### config.mk
export PLATFORM = sky130hd
export DESIGN_NAME = heap_sort_check
export DESIGN_NICKNAME = d
export VERILOG_FILES = /design/src/rtl/heap_sort_pkg.sv /design/src/rtl/heap_sort_lfsr.sv /design/src/rtl/heap_sort_check.sv
export SDC_FILE = /design/constraint.sdc
export NUM_CORES = 2
export LEC_CHECK = 0
export ABC_CLOCK_PERIOD_IN_PS = 32700
export BUFFER_PORTS_ARGS = -buffer_cell sky130_fd_sc_hd__buf_2
export CORE_MARGIN = 2
export CORE_UTILIZATION = 60
export DETAILED_ROUTE_END_ITERATION = 8
export MAX_ROUTING_LAYER = met4
export PLACE_DENSITY = 0.83
export SLEW_MARGIN = 25
export SYNTH_ARGS = -nofsm -noshare
export SYNTH_HDL_FRONTEND = slang
export SYNTH_SLANG_ARGS = --single-unit
### constraint.sdc
create_clock -name system1000 -period 32.7 [get_ports system1000]
set_input_delay 3.27 -clock system1000 [delete_from_list [all_inputs] [get_ports system1000]]
set_output_delay 3.27 -clock system1000 [all_outputs]
set_load 0.02 [all_outputs]
### src/rtl/heap_sort_pkg.sv
// Shared types and helpers for the heap sorter stimulus/response checker.
package heap_sort_pkg;

    typedef enum logic [2:0] {GEN, DRIVE, WAIT, CHECK, SUM, NEXT, DONE} state_t;

    localparam logic [31:0] LFSR_MASK = 32'h8020_0003;

    // Widest packed vector elem() can address; N*W must not exceed it.
    localparam int unsigned VEC_MAX = 1024;

    function automatic logic [31:0] elem(input logic [VEC_MAX-1:0] vec,
                                         input int unsigned i,
                                         input int unsigned w);
        return 32'(vec >> (i * w)) & (32'hFFFF_FFFF >> (32 - w));
    endfunction

    // Wide enough that N elements of W bits can never overflow the sum.
    function automatic int unsigned csum_width(input int unsigned n, input int unsigned w);
        return w + $clog2(n) + 1;
    endfunction

endpackage

### src/rtl/heap_sort_lfsr.sv
// 32-bit Galois LFSR; nxt_bits exposes the low bits of the value after the next shift.
module heap_sort_lfsr
    import heap_sort_pkg::*;
#(
    parameter logic [31:0] SEED  = 32'hACE1_2468,
    parameter int unsigned OUT_W = 16
) (
    input  logic             clk,
    input  logic             rst,
    input  logic             adv,
    output logic [OUT_W-1:0] nxt_bits
);

    logic [31:0] lfsr;
    logic [31:0] lfsr_nxt;

    always_comb begin
        lfsr_nxt = {1'b0, lfsr[31:1]} ^ (lfsr[0] ? LFSR_MASK : '0);
    end

    assign nxt_bits = lfsr_nxt[OUT_W-1:0];

    always_ff @(posedge clk or posedge rst) begin
        if (rst)      lfsr <= SEED;
        else if (adv) lfsr <= lfsr_nxt;
    end

endmodule

### src/rtl/heap_sort_check.sv
// Self-checking harness for the N-element heap sorter: LFSR stimulus, order and
// checksum checking of each response, with a per-vector timeout.
module heap_sort_check
    import heap_sort_pkg::*;
#(
    parameter int unsigned N          = 10,
    parameter int unsigned W          = 16,
    parameter int unsigned NUM_VEC    = 64,
    parameter int unsigned TIMEOUT    = 1024,
    parameter bit          DESCENDING = 1'b0,
    parameter logic [31:0] SEED       = 32'hACE1_2468
) (
    input  logic         system1000,
    input  logic         system1000_rst,
    output logic [N*W:0] dut_in,
    input  logic [N*W:0] dut_out,
    output logic         done,
    output logic         pass,
    output logic [15:0]  err_count,
    output logic [15:0]  vec_count
);

    localparam int unsigned CW = csum_width(N, W);
    localparam int unsigned IW = $clog2(N) + 1;
    localparam int unsigned TW = $clog2(TIMEOUT) + 1;

    state_t          state, state_nxt;
    logic [IW-1:0]   idx;
    logic [TW-1:0]   wait_cnt;
    logic [N*W-1:0]  stim, stim_nxt, cap;
    logic [CW-1:0]   sum_in, sum_out;
    logic            fail;
    logic            adv;
    logic [W-1:0]    gen_elem, cur, prv;
    logic [31:0]     cur_full, prv_full;
    logic            last_idx, timeout_hit, last_vec, ord_bad;

    heap_sort_lfsr #(.SEED(SEED), .OUT_W(W)) u_lfsr (
        .clk      (system1000),
        .rst      (system1000_rst),
        .adv      (adv),
        .nxt_bits (gen_elem)
    );

    assign last_idx    = (idx == IW'(N - 1));
    assign timeout_hit = (wait_cnt == TW'(TIMEOUT - 1));
    assign last_vec    = ((17'(vec_count) + 17'd1) == 17'(NUM_VEC));

    always_ff @(posedge system1000 or posedge system1000_rst) begin
        if (system1000_rst) state <= GEN;
        else                state <= state_nxt;
    end

    always_comb begin
        state_nxt = state;
        case (state)
            GEN:     if (last_idx) state_nxt = DRIVE;
            DRIVE:   state_nxt = WAIT;
            WAIT:    if (dut_out[N*W]) state_nxt = CHECK;
                     else if (timeout_hit) state_nxt = NEXT;
            CHECK:   if (last_idx) state_nxt = SUM;
            SUM:     state_nxt = NEXT;
            NEXT:    state_nxt = last_vec ? DONE : GEN;
            DONE:    state_nxt = DONE;
            default: state_nxt = GEN;
        endcase
    end

    always_comb begin
        adv      = (state == GEN);
        stim_nxt = stim;
        for (int unsigned k = 0; k < N; k++) begin
            if (idx == IW'(k)) stim_nxt[k*W +: W] = gen_elem;
        end
        cur_full = elem(VEC_MAX'(cap), 32'(idx), W);
        prv_full = elem(VEC_MAX'(cap), 32'(idx) - 32'd1, W);
        cur      = cur_full[W-1:0];
        prv      = prv_full[W-1:0];
        ord_bad  = (idx != '0) && (DESCENDING ? (prv < cur) : (prv > cur));
    end

    // dut_in is loaded on the last GEN edge so its valid bit is high for exactly the DRIVE cycle.
    always_ff @(posedge system1000 or posedge system1000_rst) begin
        if (system1000_rst) begin
            dut_in    <= '0;
            stim      <= '0;
            cap       <= '0;
            idx       <= '0;
            wait_cnt  <= '0;
            sum_in    <= '0;
            sum_out   <= '0;
            fail      <= 1'b0;
            done      <= 1'b0;
            pass      <= 1'b0;
            err_count <= '0;
            vec_count <= '0;
        end else begin
            case (state)
                GEN: begin
                    stim   <= stim_nxt;
                    sum_in <= sum_in + CW'(gen_elem);
                    idx    <= last_idx ? '0 : idx + 1'b1;
                    if (last_idx) dut_in <= {1'b1, stim_nxt};
                end
                DRIVE: begin
                    dut_in[N*W] <= 1'b0;
                    wait_cnt    <= '0;
                end
                WAIT: begin
                    if (dut_out[N*W])     cap      <= dut_out[N*W-1:0];
                    else if (timeout_hit) fail     <= 1'b1;
                    else                  wait_cnt <= wait_cnt + 1'b1;
                end
                CHECK: begin
                    sum_out <= sum_out + CW'(cur);
                    if (ord_bad) fail <= 1'b1;
                    idx <= last_idx ? '0 : idx + 1'b1;
                end
                SUM: begin
                    if (sum_out != sum_in) fail <= 1'b1;
                end
                NEXT: begin
                    if (fail && err_count != '1) err_count <= err_count + 1'b1;
                    vec_count <= vec_count + 1'b1;
                    fail      <= 1'b0;
                    sum_in    <= '0;
                    sum_out   <= '0;
                    if (last_vec) begin
                        done <= 1'b1;
                        pass <= !fail && (err_count == '0);
                    end
                end
                default: ;
            endcase
        end
    end

endmodule

==> results.ini <==
[route]
drtIter0Drc=1996
wire_per_inst_um=21.4
drc=0
dr.pass1.iters=5
drt-vias-per-instance=6.10
vias=21100
drt_wl_total_mm=73.9
ant_nets=0

[cts]
clk-insertion-delay-late_ns=0.66
clkTransAtPathRegs_ns=0.06
clock-sinks=593
post-cts-setup-buffers=0
tritoncts=yes
clockBufferDepth=3
postCtsHoldBufs=0
htree_levels=2
root_buffer=clkbuf_16
cts_buffers=59
cts_resized=0

[synth]
ys_types=65
seq_area_frac_synth_pct=51.5
synth-edff-count=0
synth_fp_nets=2725
syn_inst=2503
ys_async_sr_fraction_pct=100
syn_avg_cell_area_um2=11.5
synth_area_um2=28800
synth_seq_cells=593
synth_ff_type=dfrtp_1
yosysWarnings=0

[critical_path]
end_kind=asynchronous set/reset pin
critical_path_required_ns=33.41
arrival_ns=6.13
start_kind=input pin
cp_max_fo=119
critical_path_class=input pin to asynchronous set/reset pin
rr_worst_depth=16

[hold_path]
hp-class=flop to flop
hold_depth=2

[power]
p_leak_uw=0.0157
p_per_area_nw_per_um2=82.2
irDropWorstVdd_mv=0.0609

[sta]
hold_ws_ns=0.431
hold_viol_final=0
max_slew.worst_pin.slew_ns=1.11
final.setup_skew_ns=0.0577
period_share_pct=16.6
fin_setup_tns_ns=0
drv_slew=0
rsz0062_at_grt=false
max_freq_mhz=185
setup_violations=0
relSlewSlack_pct=25.8
finalCriticalPeriod_ns=5.42

[run_status]
run_status=finished, final reports clean

[place]
numPortBuffers=357
gp_congestion=0.920
placed_area_um2=31000
hpwl_mm=50.1

[global_route]
grt_max_degree=126
grt_pass1_wl_mm=117
gr-total-overflow=0
grt_pass1_vias=21300
grt_usage_pct=30.7
antenna_found_initial=7

[layout]
register_area_um2=14900
multiInputGateArea_um2=13200
syn_to_final_growth_pct=15.2
drive_gt1_share_pct=31.4
fin_area_um2=33200
final.fill_count=3220
nNetsFinal=3003
mostFrequentLayoutCell=dfrtp_1
layout_common_cells=579 x dfrtp_1, 392 x nand2_1, 357 x buf_2, 287 x mux2_2, 242 x o21ai_0

[floorplan]
core_um2=47500
start_util_pct=60.6
placementRows=80
die_area_um2=49800
die_h_um=223
die_w_um=223
num_io_pins=358

[flow_run]
drv_cap=0

-- area by class of cell --
cell class,instances,area share (%)
clock inverter,31,1.42
clock buffer,80,5.05
timing repair buffer,389,6.22
tap,615,2.32
multi-input combinational,1700,39.7
sequential,593,44.8
antenna,7,0.0528
inverter,38,0.452
-- through the flow --
stage	total power, µW	setup WS (ns)	std cells	utilization [%]
6_report	2730	27.28	3453	69.8
5_1_grt	2860	26.75	3453	69.8
4_1_cts	2730	26.24	3446	69.7
3_5_place_dp	1990	25.55	3335	65.2
3_3_place_gp	1930	25.68	3334	65.1
2_1_floorplan	1730	12.86	2503	-
-- worst max-delay path: stages --
cell	delay [ns]
buf_2	0.13
inv_8	0.48
buf_6	0.66
buf_6	0.68
buf_4	0.68
-- synthesized netlist by cell type (3+ instances only) --
| master | number | area [µm²] |
|---|---|---|
| o211ai_1 | 5 | 37.5 |
| dfrtp_1 | 580 | 14500 |
| ha_1 | 57 | 713 |
| o21ai_0 | 242 | 1210 |
| nor2_1 | 64 | 240 |
| buf_1 | 12 | 45.0 |
| xnor2_1 | 41 | 359 |
| a22oi_1 | 16 | 120 |
| clkbuf_1 | 121 | 454 |
| mux2_2 | 287 | 3230 |
| a21o_1 | 15 | 113 |
| o22a_1 | 16 | 140 |
| buf_2 | 32 | 160 |
| a211oi_1 | 4 | 30.0 |
| dfstp_2 | 13 | 342 |
| o31ai_1 | 8 | 60.1 |
| o21bai_1 | 4 | 30.0 |
| or2_2 | 3 | 18.8 |
| and3_1 | 8 | 50.1 |
| o22ai_1 | 16 | 100 |
| nor2b_1 | 10 | 62.6 |
| xor2_1 | 51 | 447 |
| a211o_1 | 3 | 26.3 |
| o21a_1 | 8 | 60.1 |
| buf_4 | 5 | 37.5 |
| nor3b_1 | 4 | 30.0 |
| nand3_1 | 27 | 135 |
| mux4_2 | 64 | 1440 |
| a21oi_1 | 39 | 195 |
| nor4_1 | 9 | 56.3 |
| nand2_1 | 393 | 1480 |
| and2_1 | 3 | 18.8 |
| nor3_1 | 26 | 130 |
| or3_1 | 6 | 37.5 |
| mux2i_1 | 178 | 1780 |
| nor2_4 | 4 | 45.0 |
| nand4_1 | 23 | 144 |
| a22o_1 | 4 | 35.0 |
| nand2b_1 | 30 | 188 |
| inv_1 | 38 | 143 |
-- power breakdown --
group	internal, µW	total, µW	leakage, µW	switching (µW)
registers	861	989	0.00785	128
clock network	434	735	0.00105	301
logic	481	1010	0.00684	524
total	1780	2730	0.0157	953
-- per-layer routing --
layer	track usage (%)	vias up	routed length, µm
li1	-	9407	-
met1	39.6	10600	30000
met2	48.9	883	35700
met3	5.41	192	5090
met4	12.3	0	3100
met5	-	-	0
-- worst paths after layout --
path                                       from               to  slack [ns]
worst max-delay path             system1000_rst     err_count[5]       27.28
worst min-delay path            u_lfsr.lfsr[19]  u_lfsr.lfsr[18]        0.43
worst max register to register           idx[0]      sum_out[16]       27.47
worst min register to register  u_lfsr.lfsr[19]  u_lfsr.lfsr[18]        0.43
max in group system1000            dut_out[160]          cap[43]       27.43
min in group asynchronous        system1000_rst     vec_count[9]        2.76
-- sequential cells by signal, indices dropped and copies added, names as in the netlist, 3 cells and up --
name / flops
cap: 160
dut_in: 161
err_count: 16
idx: 5
state: 3
stim: 144
sum_in: 21
sum_out: 21
u_lfsr.lfsr: 32
vec_count: 16
wait_cnt: 11
-- cell families after synthesis --
group	after synthesis	share of synthesized area [%]
simple gates	620	9.47
flops	593	51.5
mux	530	22.4
compound gates	399	8.16
buf+inv	210	2.99
xor+xnor	92	2.80
fa+ha+maj	59	2.61
No activity file was read; power rests on OpenSTA's default activity.
